--- config.mk ---
export PLATFORM = sky130hd
export DESIGN_NAME = arb_grant_skid_mux
export DESIGN_NICKNAME = d
export VERILOG_FILES = /design/src/rtl/arb_grant_skid_mux.sv
export SDC_FILE = /design/constraint.sdc
export NUM_CORES = 1
export LEC_CHECK = 0
export BUFFER_PORTS_ARGS = -buffer_cell sky130_fd_sc_hd__buf_2
export CAP_MARGIN = 20
export CORE_MARGIN = 4
export CORE_UTILIZATION = 50
export CTS_CLUSTER_DIAMETER = 200
export DETAILED_ROUTE_END_ITERATION = 6
export MAX_ROUTING_LAYER = met4
export PLACE_DENSITY_LB_ADDON = 0.2
export SYNTH_ARGS = -nofsm -noshare
export SYNTH_HDL_FRONTEND = slang
export SYNTH_SLANG_ARGS = --single-unit
--- constraint.sdc ---
create_clock -name clk_i -period 8 [get_ports clk_i]
set_clock_uncertainty 0.1 [all_clocks]
set_input_delay 1.2 -clock clk_i [delete_from_list [all_inputs] [get_ports clk_i]]
set_output_delay 1.2 -clock clk_i [all_outputs]
set_load 0.01 [all_outputs]
--- src/rtl/arb_grant_skid_mux.sv ---
// Grant-steered payload mux feeding a 2-entry skid buffer.
// allow_o throttles the upstream arbiter so a grant always has a slot.
module arb_grant_skid_mux #(
  parameter  int NUM_REQ = 4,
  parameter  int DATA_W  = 64,
  localparam int IDX_W   = $clog2(NUM_REQ)
) (
  input  logic                      clk_i,
  input  logic                      rst_i,
  input  logic [NUM_REQ*DATA_W-1:0] req_data_i,
  input  logic [NUM_REQ-1:0]        gnt_i,
  output logic                      allow_o,
  output logic                      valid_o,
  input  logic                      ready_i,
  output logic [DATA_W-1:0]         data_o,
  output logic [IDX_W-1:0]          idx_o,
  output logic [1:0]                count_o,
  output logic                      gnt_err_o,
  output logic                      ovf_err_o
);

  logic [1:0]        count_q, count_d;
  logic              wr_ptr_q, rd_ptr_q, rd_nxt;
  logic [DATA_W-1:0] mem_data_q [2];
  logic [IDX_W-1:0]  mem_idx_q  [2];
  logic [DATA_W-1:0] data_q, data_d, sel_data;
  logic [IDX_W-1:0]  idx_q, idx_d, sel_idx;
  logic              gnt_err_q, ovf_err_q;
  logic              gnt_any, gnt_multi, gnt_one;
  logic              push, pop;

  always_comb begin
    sel_data = '0;
    sel_idx  = '0;
    for (int k = 0; k < NUM_REQ; k++) begin
      if (gnt_i[k]) begin
        sel_data = sel_data | req_data_i[k*DATA_W +: DATA_W];
        sel_idx  = IDX_W'(k);
      end
    end
  end

  assign gnt_any   = |gnt_i;
  assign gnt_multi = |(gnt_i & (gnt_i - NUM_REQ'(1)));
  assign gnt_one   = gnt_any && !gnt_multi;

  // allow_o depends only on state so the arbiter loop stays acyclic
  assign allow_o = !rst_i && (count_q != 2'd2);
  assign valid_o = (count_q != 2'd0);
  assign push    = gnt_one && allow_o;
  assign pop     = valid_o && ready_i;

  always_comb begin
    unique case ({push, pop})
      2'b10:   count_d = count_q + 2'd1;
      2'b01:   count_d = count_q - 2'd1;
      default: count_d = count_q;
    endcase
  end

  // Head is registered; a freshly pushed entry lands on the head
  // when the read pointer meets the write pointer after the pop.
  assign rd_nxt = rd_ptr_q ^ pop;

  always_comb begin
    data_d = data_q;
    idx_d  = idx_q;
    if (count_d != 2'd0) begin
      if (push && (rd_nxt == wr_ptr_q)) begin
        data_d = sel_data;
        idx_d  = sel_idx;
      end else begin
        data_d = mem_data_q[rd_nxt];
        idx_d  = mem_idx_q[rd_nxt];
      end
    end
  end

  always_ff @(posedge clk_i) begin
    if (rst_i) begin
      count_q       <= '0;
      wr_ptr_q      <= 1'b0;
      rd_ptr_q      <= 1'b0;
      mem_data_q[0] <= '0;
      mem_data_q[1] <= '0;
      mem_idx_q[0]  <= '0;
      mem_idx_q[1]  <= '0;
      data_q        <= '0;
      idx_q         <= '0;
      gnt_err_q     <= 1'b0;
      ovf_err_q     <= 1'b0;
    end else begin
      count_q  <= count_d;
      rd_ptr_q <= rd_nxt;
      data_q   <= data_d;
      idx_q    <= idx_d;
      if (push) begin
        mem_data_q[wr_ptr_q] <= sel_data;
        mem_idx_q[wr_ptr_q]  <= sel_idx;
        wr_ptr_q             <= ~wr_ptr_q;
      end
      if (gnt_multi) gnt_err_q <= 1'b1;
      if (gnt_any && !allow_o) ovf_err_q <= 1'b1;
    end
  end

  assign data_o    = data_q;
  assign idx_o     = idx_q;
  assign count_o   = count_q;
  assign gnt_err_o = gnt_err_q;
  assign ovf_err_o = ovf_err_q;

endmodule
; ---- After elaboration in Yosys (flattened, before gate mapping)
; Memory sizes are Yosys's and may differ from the RTL's. A register that Yosys moved wholly into a read port is not among the register bits.
; Index checks and enable logic that the tools add are counted.
; Widths: inputs -> output; s select.
[classes]
add_sub_neg = 3
eq_ne = 3
n_mux = 19
bitwise_logic = 6
reduce_logical = 14
[op_table]
columns = op, count
row1 = $mux 64, 5
row2 = $or 64x64->64, 3
row3 = $reduce_or 64->1, 1
row4 = $mux 1, 10
row5 = $reduce_or 4->1, 2
row6 = $mux 2, 3
row7 = $logic_and 1x1->1, 5
row8 = $and 4x4->4, 1
row9 = $pmux 2 s2, 1
row10 = $reduce_bool 2->1, 2
row11 = $sub 4x1->4 const B, 1
row12 = $logic_not 1->1, 3
row13 = $add 2x1->2 const B, 1
row14 = $eq 2x1->1 const B, 1
row15 = $eq 2x2->1 const B, 1
row16 = $ne 2x2->1 const B, 1
row17 = $reduce_or 2->1, 1
row18 = $sub 2x1->2 const B, 1
row19 = $not 1->1, 1
row20 = $xor 1x1->1, 1
[totals]
register_bits = 6
mem_bits_rw = 132
in_bits = 263
out_inout_bits = 72
elab_cells = 52
mem_count = 2
[memory_table]
columns = name, words, width, read_ports, rd_clocked_by_memory_dff, wr, line
row1 = mem_data_q, 2, 64, 1, 1, 2, 24  ; logic [DATA_W-1:0] mem_data_q [2];
row2 = mem_idx_q, 2, 2, 1, 1, 2, 25  ; logic [IDX_W-1:0] mem_idx_q [2];

; ---- Longest topological paths before layout
; Gate-level depths: netlist of the first run.
[depth]
ltp_word = 11
ltp_mapped = 12

; ---- Least setup slack after synthesis of the first run
; No wires, ideal clock.
[synth_timing]
path_kind = input to register
from = input gnt_i[2]
to = memory mem_data_q[1][0], enable pin
arrival_time_ns = 3.638
required_time_ns = 7.194
path_slack_ns = 3.555
stages = 7
path_buffers = 3
path_cell_list = clkbuf_2 -> or4_1 -> nor3b_2 -> nand3_1 -> buf_2 -> buf_2 -> nand2_1
[synth_rtl]
columns = element, line
row1 = "start, declared", 11  ; input logic [NUM_REQ-1:0] gnt_i,
row2 = "end, declared", 24

; ---- Final worst setup path of the first run
[layout_timing]
from = input gnt_i[3]
to = register data_q[24] (netlist: data_o[24]) (read register of mem_data_q)
[layout_between]
elab_chain_cells = 9
elab_cells_between_ends = 11
[layout_rtl]
columns = element, line
row1 = $sub 4x1->4, 44  ; assign gnt_multi = |(gnt_i & (gnt_i - NUM_REQ'(1)));
row2 = $and 4x4->4, 44
row3 = $reduce_or 4->1, 44
row4 = $logic_not 1->1, 45  ; assign gnt_one = gnt_any && !gnt_multi;
row5 = $logic_and 1x1->1 (*), 45
row6 = $logic_and 1x1->1 (*), 50  ; assign push = gnt_one && allow_o;
row7 = $eq 2x1->1 or $eq 2x2->1 (tied branches), 54  ; unique case ({push, pop})
row8 = $pmux 2 s2 (*), 54
row9 = $reduce_bool 2->1 (*), 68  ; if (count_d != 2'd0) begin
row10 = "end, declared", 26  ; logic [DATA_W-1:0] data_q, data_d, sel_data;
; Mark *: on every way between the ends. The rest lies on a longest branch, timed or not.
; A chain may end at the register's enable or synchronous reset.

==> results of run 1 <==
==> placed cells by master, fill, tap and decap left out, drive strengths merged, types with 3 or more instances in the layout <==
cell type	instances
xnor2	3
a21oi	6
inv	3
a221oi	64
clkinv	8
buf	345
mux2i	66
nand2	136
o21ai	3
dfxtp	72
nor2	137
a32o	66
a22o	64
clkbuf	30
nor2b	3
edfxtp	132
==> power by group through the flow <==
stage / registers [uW] / clock network [uW] / logic (uW)
5_1_grt: 1330 / 1050 / 785
3_3_place_gp: 1330 / 0 / 715
2_1_floorplan: 1370 / 0 / 436
3_5_place_dp: 1340 / 0 / 728
4_1_cts: 1320 / 1000 / 729
6_report: 1320 / 987 / 719
==> registers in the layout, summed over array words and instances, names as in the netlist <==
register,cells
data_o,64
gnt_err_o,1
wr_ptr_q,1
idx_o,2
mem_idx_q,4
rd_ptr_q,1
count_o,2
ovf_err_o,1
mem_data_q,128
==> worst max-delay path by stage <==
stage | start | endpoint | depth (start not counted)
5_1_grt | gnt_i[1] | data_o[9] | 12
3_5_place_dp | gnt_i[1] | data_o[63] | 12
2_1_floorplan | gnt_i[2] | mem_data_q[1][0] | 7
4_1_cts | gnt_i[1] | data_o[24] | 12
6_report | gnt_i[3] | data_o[24] | 12
3_3_place_gp | gnt_i[3] | data_o[19] | 12
==> worst reg2reg max path: stages, from the launching register on <==
cell and delay [ps]:
dfxtp_1 500, nor2b_1 160, nor3b_2 360, nand2_2 110
ha_1 320, nor2b_1 210, a21oi_1 90, o21ai_0 320
and2_2 720, buf_4 530, a32o_1 240
==> per-layer routing <==
metal / vias up / wire length, um / global-route usage (%)
met3: 33 / 1680 / 3.76
met1: 3920 / 10700 / 29.2
li1: 3828 / - / -
met4: 0 / 597 / 6.30
met2: 287 / 13700 / 42.9
met5: - / 0 / -
==> cells by family (layout without fill, tap and decap cells) <==
family	after synthesis	in the layout	share of synthesized area, %
and+or+nand+nor	288	288	11.9
AOI/OAI and AO/OA	204	204	19.3
DFF	204	204	56.6
buffers and inverters	83	388	4.67
muxes	66	66	6.92
xor gates and xnor gates	4	4	0.367
adders and majority gates	2	2	0.249
other	0	1	0
==> per-stage QoR <==
step / area (um^2) / worst slack (ps) / hold WS (ps) / std cells / total power [uW]
6_report: 11900 / 3320 / 352 / 1391 / 3020
3_3_place_gp: 11200 / 2970 / 342 / 1350 / 2050
4_1_cts: 11900 / 3340 / 350 / 1390 / 3050
2_1_floorplan: 9540 / 3560 / 369 / 851 / 1800
3_5_place_dp: 11200 / 2840 / 341 / 1350 / 2070
5_1_grt: 11900 / 3080 / 373 / 1391 / 3170
==> area by class of cell <==
class | count | area, um^2 | area share [%]
sequential | 204 | 5410 | 45.4
multi-input combinational | 564 | 3730 | 31.3
timing repair buffer | 345 | 1750 | 14.7
clock buffer | 30 | 612 | 5.14
tap | 234 | 293 | 2.46
clock inverter | 10 | 93.8 | 0.788
inverter | 3 | 11.3 | 0.0946
antenna | 1 | 2.50 | 0.0210
==> flow_summary.ini, run 1 <==
[cts]
htreeDepth = 1
path_clk_slew_ps = 60
clock_latency_ps = 490
cts_setup_buffers = 0
cts_tree = yes
clkSinkCount = 204
holdBufCountCts = 0
root_buffer = clkbuf_16
clockBufferDepth = 3
cts_resized = 0
cts_buffers = 22

[cells_and_area]
drive_gt1_share_pct = 33.6
final_util_pct = 63.4
n_fill_cell = 1518
area_growth_pct = 24.7
fin_nets = 1404

[route]
final_antenna_net_count = 0
drc = 0
dr_total_vias = 8068
dr.pass1.iters = 4
totalWireLength_um = 26600
wl_per_cell_um = 19.1
vias_per_cell = 5.80
drtIter0Drc = 397

[die]
num_io_pins = 335
die_w_um = 146
rows = 50
die_h_um = 146
coreArea_um2 = 18800
initial_utilization_pct = 50.9
dieArea_um2 = 21400

[setup_path]
critPathLaunchType = input pin
arrival_ps = 5010
critPathTopFamily = simple AND/OR/NAND/NOR gates
critPathKind = in -> reg
slowest_delay_ps = 720
worst-path-buf-inv = 3
reg2reg_depth = 10
r2r_start = count_o[0]
cp-end-kind = flip-flop
r2r-end = data_o[24]
critPathRequiredTime_ps = 8330
cp_common_cell = buf_4
cp_max_fo = 69
r2r_slack_ps = 4280
cp_slowest_cell = and2_2
worstPathCellList = buf_2, buf_4, or4_1, nor3b_2, nand2_2, ha_1, nor2b_1, a21oi_1, o21ai_0, and2_2, buf_4, a32o_1

[synth]
yosysTopAreaCellShare_pct = 41.5
synth_cell_types = 36
yosysSeqAreaShare_pct = 56.6
synth.cell_area_um2 = 9540
synth_area_leaders = edfxtp_1 42%, dfxtp_1 15%, a32o_1 6.9%
async_flop_share_pct = 0
yosys.cell_count.top_type = nor2_1
ys.warnings.count = 0
synth_fp_nets = 1115
synthCells = 851
synthTopCellsByCount = 137 x nor2_1, 135 x nand2_1, 132 x edfxtp_1
synth_top_area_cell = edfxtp_1
syn_avg_cell_area_um2 = 11.2
synth-edff-count = 132
ys_seq_elements = 204
ys.flop_type = edfxtp_1

[min_path]
min_from = gnt_err_o
hold_depth = 2
holdPathEnd = gnt_err_o
hold_class = reg -> reg

[pwr]
internal_power_uw = 2160
cellPowerDensity_nw_per_um2 = 254
p_clk_share_pct = 32.7
seqPwrFrac_pct = 43.6
swShare_pct = 28.5
vdd_drop_max_v = 0.000171
pwr-share-comb_pct = 23.8
p_sw_uw = 860
p_leak_uw = 0.00555

[grt]
track_usage_pct = 24.3
antenna_found_initial = 1
first_global_vias = 8090
grt_overflow = 0
grt_max_degree = 70
grt_pass1_wl_um = 41300

[sta]
period_needed_ps = 4680
finalSetupViolations = 0
slew_headroom_pct = 32.4
drv_slew = 0
tightest_slew_ps = 1010
period_share_pct = 58.5
tns_ps = 0
final_hold_viol_count = 0
rsz0062_at_grt = no
max_freq_ghz = 0.214

[placed_design]
gp_congestion = 0.766
io_buffers = 334
place_hpwl_um = 16500

[flow_run]
max_cap_viol_count = 0

[status]
outcome = finished clean
Note: power is estimated with default switching activity, not from simulation.
==> inputs of run 2 (changes only) <==
==> constraint.sdc (replaced) <==
create_clock -name clk_i -period 4.5 [get_ports clk_i]
set_clock_uncertainty 0.1 [all_clocks]
set_input_delay 0.675 -clock clk_i [delete_from_list [all_inputs] [get_ports clk_i]]
set_output_delay 0.675 -clock clk_i [all_outputs]
set_load 0.01 [all_outputs]
==> flow_summary.ini, run 2 (synthesis results as in run 1) <==
[status]
outcome = finished clean

[placed_design]
io_buffers = 334
gp_congestion = 0.769
place_hpwl_um = 17100
dp_worst_setup_slack_ps = 394

[cts]
cts_tree = yes
clkSinkCount = 204
cts_setup_buffers = 0
htreeDepth = 1
clockBufferDepth = 3
cts_buffers = 21
holdBufCountCts = 0
root_buffer = clkbuf_16
cts_resized = 0
path_clk_slew_ps = 60
clock_latency_ps = 480

[setup_path]
cp_slowest_cell = nor2_4
r2r_start = count_o[1]
crit_start = gnt_i[1]
worstPathCellList = buf_2, or4_1, nor3b_2, nand2_2, ha_1, nor2b_1, a21oi_1, o21ai_0, nor2_4, buf_4, a32o_1
slowest_delay_ps = 780
critPathRequiredTime_ps = 4830
cp_max_fo = 36
critPathLaunchType = input pin
arrival_ps = 3930
critPathKind = in -> reg
cp-end-kind = flip-flop

[die]
die_h_um = 146
die_w_um = 146
dieArea_um2 = 21400
coreArea_um2 = 18800
num_io_pins = 335
rows = 50
initial_utilization_pct = 50.9

[route]
m1WireLength_um = 10900
route.met2.wl_um = 14100
final_antenna_net_count = 0
highest_layer = met4
drtIter0Drc = 414
wl_per_cell_um = 19.5
wl_met3_um = 1780
vias_per_cell = 5.79
totalWireLength_um = 27200
dr_total_vias = 8050
dr.pass1.iters = 5
drc = 0

[cells_and_area]
largest_reg_flops = 128
seq_area_um2 = 5410
final_util_pct = 64.0
multi_input_area_um2 = 3730
area_growth_pct = 25.9
layout_commonest_cell = buf_2
fin_nets = 1405
n_fill_cell = 1542
regMostFlops = mem_data_q
final_cell_mix = 334 x buf_2, 136 x nor2_1, 133 x nand2_1
drive_gt1_share_pct = 34.1

[sta]
tns_ps = 0
max_freq_ghz = 0.277
finalSetupViolations = 0
tightest_slew_ps = 1010
period_share_pct = 80.2
period_needed_ps = 3610
setup_ws_ps = 893
final_hold_viol_count = 0
slew_headroom_pct = 32.8
rsz0062_at_grt = no
drv_slew = 0

[grt]
antenna_found_initial = 1
grt_overflow = 0
grt_max_degree = 68
first_global_vias = 8120
grt_pass1_wl_um = 41900
track_usage_pct = 24.6

[min_path]
min_from = gnt_err_o
hold_class = reg -> reg

[pwr]
cellPowerDensity_nw_per_um2 = 465
vdd_drop_max_v = 0.000232
p_leak_uw = 0.00561

[flow_run]
max_cap_viol_count = 0
run 2: final cells by class:
cell class | count | share of cell area, %
Multi-Input combinational cell | 564 | 31.0
Tap cell | 234 | 2.44
Inverter | 3 | 0.0937
Clock buffer | 26 | 5.05
Clock inverter | 11 | 1.47
Antenna cell | 1 | 0.0208
Timing Repair Buffer | 347 | 14.9
Sequential cell | 204 | 45.0
run 2: worst paths after layout:
path          endpoint  slack [ps]  depth (start not counted)
max           idx_o[0]         890                         11
min          gnt_err_o         360                          2
max reg2reg   idx_o[0]        1050                         10
min reg2reg  gnt_err_o         360                          2
run 2: critical path, delay by kind of cell:
kind | cells | cell delay [ps]
AOI/OAI and AO/OA | 3 | 510
buffers and inverters | 2 | 620
and+or+nand+nor | 5 | 1850
adders and majority gates | 1 | 250
run 2: metal layers:
layer | up-vias | global-route usage (%)
li1 | 3824 | -
met1 | 3901 | 29.3
met2 | 291 | 44.1
met3 | 34 | 4.03
met4 | 0 | 5.36
met5 | - | -
run 2: power breakdown:
group          internal (uW)  total, uW  switching, uW
Clock                   1240       1940            701
Sequential              2240       2340            105
Combinational            553       1300            748
run 2: stage by stage:
step | instances | cell area, um^2 | total power, uW | hold WS, ps
2_1_floorplan | 851 | 9540 | 3210 | 369
3_3_place_gp | 1352 | 11200 | 3670 | 343
3_5_place_dp | 1352 | 11200 | 3690 | 348
4_1_cts | 1389 | 12000 | 5620 | 360
5_1_grt | 1390 | 12000 | 5830 | 372
6_report | 1390 | 12000 | 5580 | 355
==> inputs of run 3 (changes only) <==
--- a/config.mk
+++ b/config.mk
@@ -5,6 +5,7 @@
 export SDC_FILE = /design/constraint.sdc
 export NUM_CORES = 1
 export LEC_CHECK = 0
+export ABC_AREA = 1
 export BUFFER_PORTS_ARGS = -buffer_cell sky130_fd_sc_hd__buf_2
 export CAP_MARGIN = 20
 export CORE_MARGIN = 4
==> constraint.sdc (replaced) <==
create_clock -name clk_i -period 3.6 [get_ports clk_i]
set_clock_uncertainty 0.1 [all_clocks]
set_input_delay 0.54 -clock clk_i [delete_from_list [all_inputs] [get_ports clk_i]]
set_output_delay 0.54 -clock clk_i [all_outputs]
set_load 0.01 [all_outputs]
==> flow_summary.ini, run 3 <==
[setup_path]
cp-end-kind = flip-flop
arrival_ps = 3030
r2r_slack_ps = 860
critPathKind = reg -> reg
cp_max_fo = 41
critPathRequiredTime_ps = 3890
critPathLaunchType = flip-flop

[sta]
drv_slew = 0
max_freq_ghz = 0.365
setup_ws_ps = 861
tightest_slew_ps = 877
tns_ps = 0
period_needed_ps = 2740
slew_headroom_pct = 41.5
finalSetupViolations = 0
period_share_pct = 76.1
rsz0062_at_grt = no
holdWs_ps = 405
final_hold_viol_count = 0

[cells_and_area]
finalNonFillerCells = 2212
regMostFlops = mem_data_q
drive_gt1_share_pct = 21.4
final_cell_mix = 579 x nand2_1, 334 x buf_2, 267 x nor2_1
multi_input_area_um2 = 4590
fin_area_um2 = 13800
seq_area_um2 = 5410
area_growth_pct = 22.6
largest_reg_flops = 128
layout_commonest_cell = nand2_1
n_fill_cell = 1984
fin_nets = 2177

[grt]
use_met2_pct = 46.7
track_usage_pct = 26.7
grt_max_degree = 72
met1_usage_pct = 31.8
grt_overflow = 0
first_global_vias = 10600
gr-max-usage-layer = met2
antenna_found_initial = 3
groute.layer.met3.usage_pct = 4.87
grt_pass1_wl_um = 51700

[route]
final_antenna_net_count = 0
dr.pass1.iters = 5
totalWireLength_um = 33800
wl_per_cell_um = 15.3
dr_total_vias = 11200
vias_per_cell = 5.06
drc = 0
drtIter0Drc = 828

[synth]
synth_area_leaders = edfxtp_1 35%, nand2_1 20%, dfxtp_1 13%
synth_cell_types = 25
ys_seq_elements = 204
synthCells = 1627
ys.warnings.count = 0
ys.flop_type = edfxtp_1
synth-edff-count = 132
synthTopCellsByCount = 585 x nand2_1, 267 x nor2_1, 206 x inv_1
synth_fp_nets = 1891
yosys.cell_count.top_type = nand2_1
async_flop_share_pct = 0
syn_avg_cell_area_um2 = 6.91
synth.cell_area_um2 = 11200
yosysSeqAreaShare_pct = 48.1
yosysTopAreaCellShare_pct = 35.3
synth_top_area_cell = edfxtp_1

[cts]
clock_latency_ps = 500
path_clk_slew_ps = 60
holdBufCountCts = 0
clockBufferDepth = 3
htreeDepth = 1
cts_tree = yes
cts_resized = 0
cts_buffers = 22
cts_setup_buffers = 0
clkSinkCount = 204
root_buffer = clkbuf_16

[placed_design]
dp_worst_setup_slack_ps = 542
place_area_um2 = 13100
io_buffers = 334
placed_cells = 2169
gp_congestion = 0.938
place_hpwl_um = 22500

[die]
die_w_um = 158
coreArea_um2 = 22000
rows = 54
die_h_um = 158
initial_utilization_pct = 51.2
num_io_pins = 335
dieArea_um2 = 24900

[min_path]
hold_class = in -> reg

[pwr]
vdd_drop_max_v = 0.000286
p_leak_uw = 0.00781
cellPowerDensity_nw_per_um2 = 615

[flow_run]
max_cap_viol_count = 0

[status]
outcome = finished clean
## run 3: changes by cell type in the layout (fill, tap and decap cells not counted), sizes merged, moves of 64 or more
| cell | previous run | this run |
|---|---|---|
| nor2 | 137 | 270 |
| a22o | 64 | 0 |
| nand2 | 136 | 586 |
| mux2i | 66 | 0 |
| inv | 3 | 210 |
| a32o | 66 | 0 |
| a221oi | 64 | 0 |
| nand3 | 2 | 165 |
## run 3: cells by family after synthesis
group | count (synthesis) | synth area share [%]
buf+inv | 309 | 11.4
compound gates | 89 | 4.01
xor+xnor | 1 | 0.0780
flops | 204 | 48.1
fa+ha+maj | 1 | 0.111
simple gates | 1023 | 36.3
## run 3: final timing paths
kind / startpoint / to / cells past startpoint
worst min-delay path: gnt_i[2] / mem_idx_q[0][1] / 3
worst max register to register: count_o[0] / data_o[46] / 11
worst min register to register: ovf_err_o / ovf_err_o / 2
worst max-delay path: count_o[0] / data_o[46] / 11
## run 3: critical path, stage by stage (launching register included)
cell     delay (ps)
dfxtp_1         480
inv_2            80
a21oi_2         220
nand2_1         120
nor2_4          100
buf_4           370
nand3_2         350
buf_4           420
nand2_1         120
nand3_1         120
nand2_1          90
inv_1            40
## run 3: report_power, final
part / total [uW] / internal [uW] / switching, uW
clock network: 2140 / 1250 / 891
logic: 3150 / 1130 / 2020
registers: 3180 / 2960 / 220
total: 8470 / 5340 / 3130
## run 3: layout make-up
| type | count | area share, % |
|---|---|---|
| clock inverter | 7 | 0.263 |
| multi-input combinational | 1114 | 33.3 |
| tap | 280 | 2.54 |
| sequential | 204 | 39.2 |
| clock buffer | 33 | 4.74 |
| antenna | 3 | 0.0545 |
| inverter | 210 | 5.72 |
| timing repair buffer | 361 | 14.2 |
## run 3: per-stage QoR
stage,power (uW),util [%]
2_1_floorplan,5250,-
3_3_place_gp,6290,59.6
3_5_place_dp,6350,59.6
4_1_cts,8510,62.7
5_1_grt,9040,62.7
6_report,8470,62.7
## run 3: metal layers
metal  wire, um  up-vias
li1           -     5588
met1      13700     5174
met2      16900      371
met3       2480       58
met4        753        0
met5          0        -
